===== config.mk =====
export PLATFORM = sky130hd
export DESIGN_NAME = cp0_exc_ctrl
export DESIGN_NICKNAME = d
export VERILOG_FILES = /design/src/rtl/cp0_pkg.sv /design/src/rtl/cp0_exc_ctrl_int_sync.sv /design/src/rtl/cp0_exc_ctrl.sv
export SDC_FILE = /design/constraint.sdc
export NUM_CORES = 1
export LEC_CHECK = 0
export BUFFER_PORTS_ARGS = -buffer_cell sky130_fd_sc_hd__buf_2
export CAP_MARGIN = 30
export CORE_ASPECT_RATIO = 2
export CORE_MARGIN = 2
export CORE_UTILIZATION = 40
export DETAILED_ROUTE_END_ITERATION = 8
export HOLD_SLACK_MARGIN = 0.12
export PLACE_DENSITY_LB_ADDON = 0.2
export SLEW_MARGIN = 20
export SYNTH_ARGS = -nofsm -noshare
export SYNTH_HDL_FRONTEND = slang
export SYNTH_SLANG_ARGS = --single-unit

===== constraint.sdc =====
create_clock -name clk -period 3.15 [get_ports clk]
set_input_delay 0.4725 -clock clk [delete_from_list [all_inputs] [get_ports clk]]
set_output_delay 0.4725 -clock clk [all_outputs]
set_load 0.05 [all_outputs]

===== src/rtl/cp0_pkg.sv =====
// Shared CP0 definitions: register numbers, field positions, exception codes
// and the exception vector used by the PC-select logic.
package cp0_pkg;

    localparam logic [4:0] CP0_STATUS = 5'd12;
    localparam logic [4:0] CP0_CAUSE  = 5'd13;
    localparam logic [4:0] CP0_EPC    = 5'd14;
    localparam logic [4:0] CP0_PRID   = 5'd15;

    localparam int unsigned IM_LSB      = 10;
    localparam int unsigned IP_LSB      = 10;
    localparam int unsigned EXL_BIT     = 1;
    localparam int unsigned IE_BIT      = 0;
    localparam int unsigned EXCCODE_LSB = 2;

    typedef enum logic [4:0] {
        EXC_INT = 5'd0,
        EXC_SYS = 5'd8,
        EXC_BP  = 5'd9,
        EXC_RI  = 5'd10
    } exc_code_e;

    localparam logic [31:0] EXC_VECTOR = 32'h0000_0800;

endpackage


===== src/rtl/cp0_exc_ctrl_int_sync.sv =====
// Multi-stage flop synchroniser for asynchronous level inputs.
module int_sync #(
    parameter int unsigned WIDTH  = 6,
    parameter int unsigned STAGES = 2
) (
    input  logic             clk,
    input  logic             rst,
    input  logic [WIDTH-1:0] async_i,
    output logic [WIDTH-1:0] sync_o
);

    logic [STAGES-1:0][WIDTH-1:0] sync_q;

    always_ff @(posedge clk or posedge rst) begin
        if (rst) begin
            sync_q <= '0;
        end else begin
            sync_q[0] <= async_i;
            for (int unsigned i = 1; i < STAGES; i++) begin
                sync_q[i] <= sync_q[i-1];
            end
        end
    end

    assign sync_o = sync_q[STAGES-1];

endmodule


===== src/rtl/cp0_exc_ctrl.sv =====
// CP0 exception/interrupt controller: Status, Cause, EPC, PRId, interrupt
// synchronisation, exception decision and mtc0/mfc0/eret servicing.
module cp0_exc_ctrl
    import cp0_pkg::*;
#(
    parameter logic [31:0] PRID_VALUE  = 32'h0000_0001,
    parameter int unsigned SYNC_STAGES = 2
) (
    input  logic        clk,
    input  logic        rst,
    input  logic [5:0]  IntReq,
    input  logic        SwExc,
    input  logic [4:0]  SwExcCode,
    input  logic        IsEretCond,
    input  logic        Mtc0We,
    input  logic [4:0]  Cp0Addr,
    input  logic [31:0] Cp0WData,
    input  logic [31:0] PresentPC,
    output logic [31:0] Cp0RData,
    output logic        HasExp,
    output logic [31:0] EPC,
    output logic        Exl
);

    logic [5:0]  im_q;
    logic        exl_q;
    logic        ie_q;
    logic [4:0]  exccode_q;
    logic [31:0] epc_q;
    logic [5:0]  ip;
    logic        int_pend;

    int_sync #(
        .WIDTH  (6),
        .STAGES (SYNC_STAGES)
    ) u_int_sync (
        .clk     (clk),
        .rst     (rst),
        .async_i (IntReq),
        .sync_o  (ip)
    );

    assign int_pend = ie_q & ~exl_q & (|(ip & im_q));
    assign HasExp   = ~exl_q & (SwExc | int_pend);
    assign EPC      = epc_q;
    assign Exl      = exl_q;

    // Exception entry outranks eret and mtc0 from the same instruction.
    always_ff @(posedge clk or posedge rst) begin
        if (rst) begin
            im_q      <= '0;
            exl_q     <= 1'b0;
            ie_q      <= 1'b0;
            exccode_q <= '0;
            epc_q     <= '0;
        end else if (HasExp) begin
            epc_q     <= PresentPC;
            exccode_q <= SwExc ? SwExcCode : EXC_INT;
            exl_q     <= 1'b1;
        end else if (IsEretCond && exl_q) begin
            exl_q <= 1'b0;
        end else if (Mtc0We) begin
            case (Cp0Addr)
                CP0_STATUS: begin
                    im_q  <= Cp0WData[IM_LSB +: 6];
                    exl_q <= Cp0WData[EXL_BIT];
                    ie_q  <= Cp0WData[IE_BIT];
                end
                CP0_CAUSE: exccode_q <= Cp0WData[EXCCODE_LSB +: 5];
                CP0_EPC:   epc_q     <= Cp0WData;
                default: ;
            endcase
        end
    end

    always_comb begin
        Cp0RData = '0;
        case (Cp0Addr)
            CP0_STATUS: begin
                Cp0RData[IM_LSB +: 6] = im_q;
                Cp0RData[EXL_BIT]     = exl_q;
                Cp0RData[IE_BIT]      = ie_q;
            end
            CP0_CAUSE: begin
                Cp0RData[IP_LSB +: 6]      = ip;
                Cp0RData[EXCCODE_LSB +: 5] = exccode_q;
            end
            CP0_EPC:  Cp0RData = epc_q;
            CP0_PRID: Cp0RData = PRID_VALUE;
            default: ;
        endcase
    end

endmodule


==> flow_summary.toml, run 1 <==
[clocking]
clk_path_buf_depth = 2
path_clk_slew_ns = 0.05
tritoncts = "built"
numCtsBuffers = 9
cts_resized = 0
cts_root_buf = "clkbuf_16"
cts_setup_buffers = 0
h-tree-depth = 3
clk_latency_ns = 0.32
clock_sinks = 57

[setup_path]
critPathLaunchType = "input pin"
endpoint_kind = "primary output"
crit_chain = "buf_2 -> nor2b_1 -> a21oi_1 -> nor2_1 -> buf_2"
worst-path-buf-inv = 2
slowest_delay_ns = 0.73
worst_ep_arrival_time_ns = 1.98
cpLargestDelayFamily = "simple AND/OR/NAND/NOR gates"
worst_path_most_repeated_cell = "buf_2"
cp.required_ns = 2.68
worst-path-max-fanout = 12
cp_slowest_cell = "nor2b_1"
path_class = "in2out"

[die]
rows = 43
die_x_um = 62.9
start_util_pct = 40.6
io_pins = 151
core_area_sq_mm = 0.00683
die_h_um = 122
die-area_sq_mm = 0.00766

[run_status]
outcome = "completed"

[power]
finalPower_mw = 3.68
p_leak_nw = 2.19
irDropWorstVdd_mv = 0.592
power_report.internal_total_mw = 2.04
p_sw_share_pct = 44.6
seqPwrFrac_pct = 32.8
p_per_area_mw_per_mm2 = 941
pwr-share-clk_pct = 24.9
pwr-share-comb_pct = 42.3
p_switching_mw = 1.64

[finish]
final_util_pct = 57.2
final_cell_mix = "150 x buf_2, 57 x dfrtp_1, 42 x nand2_1, 39 x mux2i_1, 38 x o21ai_0"
final_common_cell = "buf_2"
stdcell_count = 520
syn_to_final_growth_pct = 40.9
fin_nets = 510
n_antenna_cell = 0
fill_cells = 644
post_route_cells_drive_above_1_share_pct = 42.3

[synthesis]
yosysTopAreaCell = "dfrtp_1"
postSynthAreaPerCell_sq_um = 10.1
ys_warn_count = 0
yosys.area.top_type_share_pct = 51.4
yosysSeqAreaShare_pct = 51.4
synth.distinct_cells = 26
syn_nets = 359
synth.area.top_cells = "dfrtp_1 51%, mux2i_1 14%, o21ai_0 6.9%"
synth_seq_cells = 57
netlist_instances = 274
synth_area_sq_mm = 0.00277

[sta]
hold_violations = 0
tns_ns = 0
rsz0062_at_grt = "false"
slew_headroom_pct = 41.8
max_freq_mhz = 409
tightest_slew_ns = 0.871
setup_viol = 0
skew_ns = 0.00641
hold_ws_ns = 0.259
maxSlewViolCount = 0
timing.final.crit_share_pct = 77.7
finalCriticalPeriod_ns = 2.45

[drt]
viasPerCell = 5.01
routed_wl_mm = 7.01
drtIter0Drc = 167
routed-via-count = 2605
firstDrtPassIters = 4
post_drt_wl_per_cell_um = 13.5
ant_nets = 0
drc = 0

[global_routing]
track_usage_pct = 18.8
antenna_found_initial = 0
grt_max_degree = 53
grt_overflow = 0
grt_pass1_wl_mm = 11.3
grt_pass1_vias = 2424

[placed_design]
io_buffers = 150
dp_cells = 503
place.gp.congestion = 0.882
dpl.hpwl_mm = 5.24

[hold_path]
hold_class = "in2reg"

[run]
maxCapViolations = 0
==> repair_timing <==
action,4_1_cts,5_1_grt
hold endpoints to repair,14,0
endpoints found under the setup margin,0,0
hold buffers,1,0
==> cell usage after synthesis <==
cell	instances
dfrtp_1	57
inv_1	1
and2_1	19
a222oi_1	1
buf_4	3
clkbuf_1	11
nand3b_1	1
nor2_1	18
a21oi_1	8
nand3_1	4
a32oi_1	1
nor2_8	1
nor2b_1	4
nor3_1	1
nand2_1	42
o21ai_0	38
a2bb2oi_1	5
a22oi_1	6
and4b_1	1
mux2i_1	39
o21bai_1	1
a31o_2	1
buf_2	2
inv_2	1
buf_6	1
mux2_2	7
==> kinds of logic (layout without fill, tap and decap cells) <==
logic type	Yosys count	count (layout)	synth area share, %
muxes	46	46	16.9
DFF	57	57	51.4
and+or+nand+nor	91	91	15.6
AOI/OAI and AO/OA	61	61	12.8
buffers and inverters	19	175	3.34
==> routing by layer <==
metal  global-route usage [%]  share of wire, %  vias up
li1                         -                 -     1248
met1                     24.0                42     1217
met2                     29.8                48      131
met3                     4.80               8.3        9
met4                     8.75               1.6        0
met5                        0                 0        -
==> layout make-up <==
cell class / instances / area (sq um) / share of cell area (%)
Sequential cell: 57 / 1430 / 36.5
Tap cell: 90 / 113 / 2.88
Timing Repair Buffer: 157 / 806 / 20.6
Inverter: 2 / 7.51 / 0.192
Clock inverter: 1 / 7.51 / 0.192
Multi-Input combinational cell: 198 / 1260 / 32.2
Clock buffer: 15 / 288 / 7.36
==> state kept, by name (all words and copies together), names as in the netlist <==
signal / flops
u_int_sync.sync_o: 6
ie_q: 1
Exl: 1
EPC: 32
u_int_sync.sync_q: 6
im_q: 6
exccode_q: 5
==> power groups by stage <==
stage	clock (mW)	sequential, mW	combinational (mW)
finish	0.914	1.21	1.56
global route	0.979	1.24	1.66
CTS	0.935	1.21	1.57
detailed placement	0	1.22	1.57
global placement	0	1.20	1.55
floorplan	0	1.88	0.489
==> worst register-to-register path, delay by kind of cell, from the launching register on <==
kind | cells | cell delay, ns
flip-flops | 1 | 0.39
AO/OA/AOI/OAI | 2 | 0.69
buffers and inverters | 1 | 0.17
AND/OR/NAND/NOR | 1 | 0.21
multiplexers | 1 | 0.36
==> per-stage QoR <==
| step | setup WS [ns] | cell area (sq um) |
|---|---|---|
| floorplan | 0.688 | 2770 |
| global placement | 0.778 | 3600 |
| detailed placement | 0.693 | 3600 |
| CTS | 0.682 | 3910 |
| global route | 0.483 | 3910 |
| finish | 0.702 | 3910 |
==> worst paths after layout <==
check | from | end | slack (ns) | depth (start not counted)
min in group asynchronous | rst | EPC[16]$_DFFE_PP0P_ | 0.65 | 3
worst max register to register | im_q[4]$_DFFE_PP0P_ | im_q[2]$_DFFE_PP0P_ | 1.21 | 5
worst max-delay path | Cp0Addr[0] | Cp0RData[14] | 0.70 | 5
worst min-delay path | IntReq[4] | u_int_sync.sync_q[4]$_DFF_PP0_ | 0.26 | 1
max in group asynchronous | rst | EPC[6]$_DFFE_PP0P_ | 1.66 | 4
worst min register to register | u_int_sync.sync_q[3]$_DFF_PP0_ | u_int_sync.sync_o[3]$_DFF_PP0_ | 0.35 | 0
No activity file was read; power rests on OpenSTA's default activity.
==> run 2, diff against run 1 <==
Settings changed: ABC_AREA set to 1.
Clock period 3.15 ns to 2.41 ns, I/O delays scaled along.
==> run 2 against run 1 <==
Final cell count rose by 28%. Synthesized cell count rose by 52%. Clock skew fell by 0.0021 ns. Critical path depth fell by 1. Largest cell class unchanged. Sequential power rose by 32%. Highest routed layer unchanged.
==> flow_summary.toml, run 2 <==
[run_status]
outcome = "completed"

[clocking]
clk_latency_ns = 0.32
cts_root_buf = "clkbuf_16"
tritoncts = "built"
cts_resized = 0
h-tree-depth = 3
clock_sinks = 57
path_clk_slew_ns = 0.05
cts_setup_buffers = 0
clk_path_buf_depth = 2
numCtsBuffers = 9

[synthesis]
synth_edf_count = 0
synth.area.top_cells = "dfrtp_1 47%, nand2_1 19%, nor2_1 10%"
netlist_instances = 416
synth_seq_cells = 57
yosysTopAreaCell = "dfrtp_1"
async_reset_ff_share_pct = 100
yosysSeqAreaShare_pct = 47.4
yosys.area.top_type_share_pct = 47.4
synth_area_sq_mm = 0.00301
synth_commonest_cells = "152 x nand2_1, 84 x nor2_1, 57 x dfrtp_1, 44 x nand3_1, 28 x inv_1"
synth_ff_type = "dfrtp_1"
synth_most_common_cell = "nand2_1"
syn_nets = 501
ys_warn_count = 0
postSynthAreaPerCell_sq_um = 7.23
synth.distinct_cells = 23

[setup_path]
r2r_start = "im_q[0]$_DFFE_PP0P_"
worst_ep_arrival_time_ns = 1.83
r2r-end = "EPC[19]$_DFFE_PP0P_"
cpLargestDelayFamily = "simple AND/OR/NAND/NOR gates"
cp_slowest_cell = "dfrtp_1"
endpoint_kind = "primary output"
crit_start = "Exl$_DFFE_PP0P_"
critPathLaunchType = "flip-flop"
slowest_delay_ns = 0.44
reg2reg_depth = 10
path_depth = 4
r2r_slack_ns = 0.58
crit_chain = "nor2_2 -> inv_2 -> nand2_4 -> buf_2"
path_class = "reg2out"
worst-path-max-fanout = 20
worst-path-buf-inv = 2
cp.required_ns = 2.05

[global_routing]
grt_overflow = 0
antenna_found_initial = 0
grt_pass1_vias = 3038
grt_pass1_wl_mm = 14.4
track_usage_pct = 23.0
grt_max_degree = 58

[finish]
post_route_cells_drive_above_1_share_pct = 32.9
fill_cells = 716
syn_to_final_growth_pct = 37.5
largest_reg_flops = 32
n_antenna_cell = 0
fin_nets = 652
final_cell_mix = "152 x nand2_1, 150 x buf_2, 84 x nor2_1, 57 x dfrtp_1, 44 x nand3_1"
final_common_cell = "nand2_1"
final_util_pct = 56.9

[sta]
setup_viol = 0
max_freq_mhz = 457
maxSlewViolCount = 0
hold_ws_ns = 0.143
skew_ns = 0.00434
hold_violations = 0
rsz0062_at_grt = "false"
tns_ns = 0
tightest_slew_ns = 0.357
slew_headroom_pct = 76.2
finalCriticalPeriod_ns = 2.19
timing.final.crit_share_pct = 90.9

[drt]
drc = 0
drtIter0Drc = 240
routed_wl_mm = 9.19
routed-via-count = 3250
ant_nets = 0
post_drt_wl_per_cell_um = 13.8
viasPerCell = 4.89
firstDrtPassIters = 5

[placed_design]
io_buffers = 150
dpl.hpwl_mm = 6.94
place.gp.congestion = 0.908

[die]
die-area_sq_mm = 0.00827
die_h_um = 127
rows = 44
die_x_um = 65.3
io_pins = 151
core_area_sq_mm = 0.00727
start_util_pct = 41.4

[power]
p_leak_nw = 2.45
irDropWorstVdd_mv = 0.762
p_per_area_mw_per_mm2 = 1260

[hold_path]
hold_class = "in2reg"
holdPathStages = 1
worstHoldEndpoint = "u_int_sync.sync_q[4]$_DFF_PP0_"
hold_start = "IntReq[4]"

[run]
maxCapViolations = 0
-- run 2: cell count changes after synthesis, moves of 11 or more --
cell     change
nand3_1     +40
nand4_1     +11
inv_1       +27
nand2_1    +110
mux2i_1     -39
o21ai_0     -36
nor2_1      +66
and2_1      -19
-- run 2: worst max-delay path by stage --
| stage | endpoint |
|---|---|
| after global routing | HasExp |
| after floorplan | Cp0RData[1] |
| final | HasExp |
| after detailed placement | Cp0RData[15] |
| after CTS | HasExp |
| after global placement | EPC[12]$_DFFE_PP0P_ |
-- run 2: where the power goes --
part	internal (mW)	switching, mW	total (mW)	leakage [nW]
Sequential	1.31	0.292	1.60	0.676
Clock	0.807	0.460	1.27	0.139
Combinational	0.574	1.78	2.36	1.63
-- run 2: routing by layer --
layer | wire (um) | GRT usage, % | part of all wire [%] | vias to the layer above
met5 | 0 | 0 | 0 | -
met4 | 170 | 8.70 | 1.8 | 0
met3 | 663 | 5.32 | 7.2 | 15
met2 | 5000 | 41.7 | 54 | 149
met1 | 3360 | 25.2 | 37 | 1489
li1 | - | - | - | 1597
-- run 2: kinds of logic after synthesis --
family	share of synthesized area (%)
and+or+nand+nor	41.9
DFF	47.4
buffers and inverters	8.36
AOI/OAI and AO/OA	2.25
-- run 2: final cells by class --
| cell class | instances | area (sq um) | area share, % |
|---|---|---|---|
| flip-flops and latches | 57 | 1430 | 34.5 |
| clock inverters | 7 | 78.8 | 1.91 |
| inverters | 33 | 133 | 3.21 |
| multi-input cells | 308 | 1330 | 32.2 |
| repair buffers | 158 | 826 | 20.0 |
| well taps | 92 | 115 | 2.79 |
| clock buffers | 9 | 225 | 5.45 |
-- run 2: stage by stage --
stage / instances / power (mW) / worst slack, ns / instance area, sq um
global route: 664 / 5.53 / 0.116 / 4130
finish: 664 / 5.22 / 0.220 / 4130
global placement: 647 / 3.94 / 0.512 / 3820
floorplan: 416 / 3.38 / 0.163 / 3010
detailed placement: 647 / 3.97 / 0.506 / 3820
CTS: 664 / 5.27 / 0.210 / 4130
-- run 2: repair_timing --
action                                 CTS  global route
hold buffers                             1             0
setup endpoints to repair                0             0
endpoints found under the hold margin   57             0
==> run 3, diff against run 2 <==
Settings changed: MAX_ROUTING_LAYER set to met4.
==> run 3 against run 2 <==
Clock skew rose by 0.00057 ns. Utilization is the same. Die area did not move. Register-to-register slack about the same. Maximum frequency decreased by 0.19%. Non-clock buffer count unchanged. Setup slack got worse by 0.0043 ns. Highest routed layer unchanged.
==> flow_summary.toml, run 3 (same netlist as run 2, synthesis figures left out) <==
[sta]
skew_ns = 0.00491
maxSlewViolCount = 0
timing.final.crit_share_pct = 91.0
max_freq_mhz = 456
rsz0062_at_grt = "false"
hold_ws_ns = 0.139
finalCriticalPeriod_ns = 2.19
tightest_slew_ns = 0.354
slew_headroom_pct = 76.3
tns_ns = 0
setup_viol = 0
hold_violations = 0

[placed_design]
dp_cells = 647
dpl.hpwl_mm = 6.94
io_buffers = 150
place.gp.congestion = 0.924

[run]
maxCapViolations = 0

[finish]
n_antenna_cell = 0
largest_reg_flops = 32
syn_to_final_growth_pct = 37.5
post_route_cells_drive_above_1_share_pct = 32.9
final_cell_mix = "152 x nand2_1, 150 x buf_2, 84 x nor2_1, 57 x dfrtp_1, 44 x nand3_1"
fin_nets = 652
stdcell_count = 664
final_common_cell = "nand2_1"
fill_cells = 716

[clocking]
numCtsBuffers = 9
path_clk_slew_ns = 0.05
cts_root_buf = "clkbuf_16"
holdBufCountCts = 1
clk_latency_ns = 0.33
clk_path_buf_depth = 2
clock_sinks = 57
h-tree-depth = 3
tritoncts = "built"
cts_resized = 0
cts_setup_buffers = 0

[drt]
firstDrtPassIters = 5
drc = 0
met3_wirelength_um = 672
maxUsedRoutingLayer = "met4"
routed_wl_mm = 9.21
ant_nets = 0
post_drt_wl_per_cell_um = 13.9
viasPerCell = 4.92
drtIter0Drc = 288
dr_wl_met2_mm = 4.92
routed-via-count = 3267
m1WireLength_mm = 3.44

[die]
die_h_um = 127
die-area_sq_mm = 0.00827
start_util_pct = 41.4
io_pins = 151
core_area_sq_mm = 0.00727
die_x_um = 65.3
rows = 44

[hold_path]
hold_start = "IntReq[4]"
hold_class = "in2reg"

[run_status]
outcome = "completed"

[global_routing]
grt_pass1_vias = 3039
track_usage_pct = 23.6
grt_overflow = 0
grt_pass1_wl_mm = 14.4
antenna_found_initial = 0
grt_max_degree = 58

[power]
p_leak_nw = 2.45
finalPower_mw = 5.24
irDropWorstVdd_mv = 0.763
p_per_area_mw_per_mm2 = 1270

[setup_path]
crit_start = "Exl$_DFFE_PP0P_"
worst-path-max-fanout = 20
endpoint_kind = "primary output"
path_class = "reg2out"
cp.required_ns = 2.05
r2r_start = "im_q[0]$_DFFE_PP0P_"
critPathLaunchType = "flip-flop"
worst_ep_arrival_time_ns = 1.83
-- run 3: cell counts in the layout (fill, tap and decap cells not counted) --
No cell type changed its count.
-- run 3: worst paths after layout --
| kind | end | slack, ns | cells past startpoint |
|---|---|---|---|
| setup / recovery | HasExp | 0.22 | 4 |
| hold / removal | u_int_sync.sync_q[4]$_DFF_PP0_ | 0.14 | 1 |
| setup reg to reg | EPC[19]$_DFFE_PP0P_ | 0.58 | 10 |
| hold reg to reg | u_int_sync.sync_o[4]$_DFF_PP0_ | 0.35 | 0 |
| max in group asynchronous | exccode_q[4]$_DFFE_PP0P_ | 1.52 | 4 |
| min in group asynchronous | u_int_sync.sync_q[5]$_DFF_PP0_ | 0.65 | 4 |
-- run 3: final cells by class --
cell class | count | area (sq um) | share of cell area (%)
tap | 92 | 115 | 2.79
inverter | 33 | 133 | 3.21
timing repair buffer | 158 | 826 | 20.0
sequential | 57 | 1430 | 34.5
clock buffer | 9 | 225 | 5.45
clock inverter | 7 | 78.8 | 1.91
multi-input combinational | 308 | 1330 | 32.2
-- run 3: where the power goes --
group          leakage, nW  internal, mW  total, mW  switching (mW)
logic                 1.63         0.574       2.36            1.78
clock network        0.139         0.807       1.27           0.466
registers            0.676          1.31       1.61           0.296
-- run 3: worst max-delay path: stages (launching register included) --
cell	delay, ns
dfrtp_1	0.44
nor2_2	0.26
inv_2	0.19
nand2_4	0.28
buf_2	0.32
-- run 3: routing by layer --
metal,vias to the layer above,GRT usage [%]
li1,1600,-
met1,1481,25.4
met2,165,41.6
met3,21,4.70
met4,0,9.07
met5,-,-
-- run 3: stage by stage --
step / util [%] / area (sq um) / setup slack (ns)
2_1_floorplan: - / 3010 / 0.163
3_3_place_gp: 52.5 / 3820 / 0.512
3_5_place_dp: 52.5 / 3820 / 0.506
4_1_cts: 56.9 / 4130 / 0.210
5_1_grt: 56.9 / 4130 / 0.119
6_report: 56.9 / 4130 / 0.216
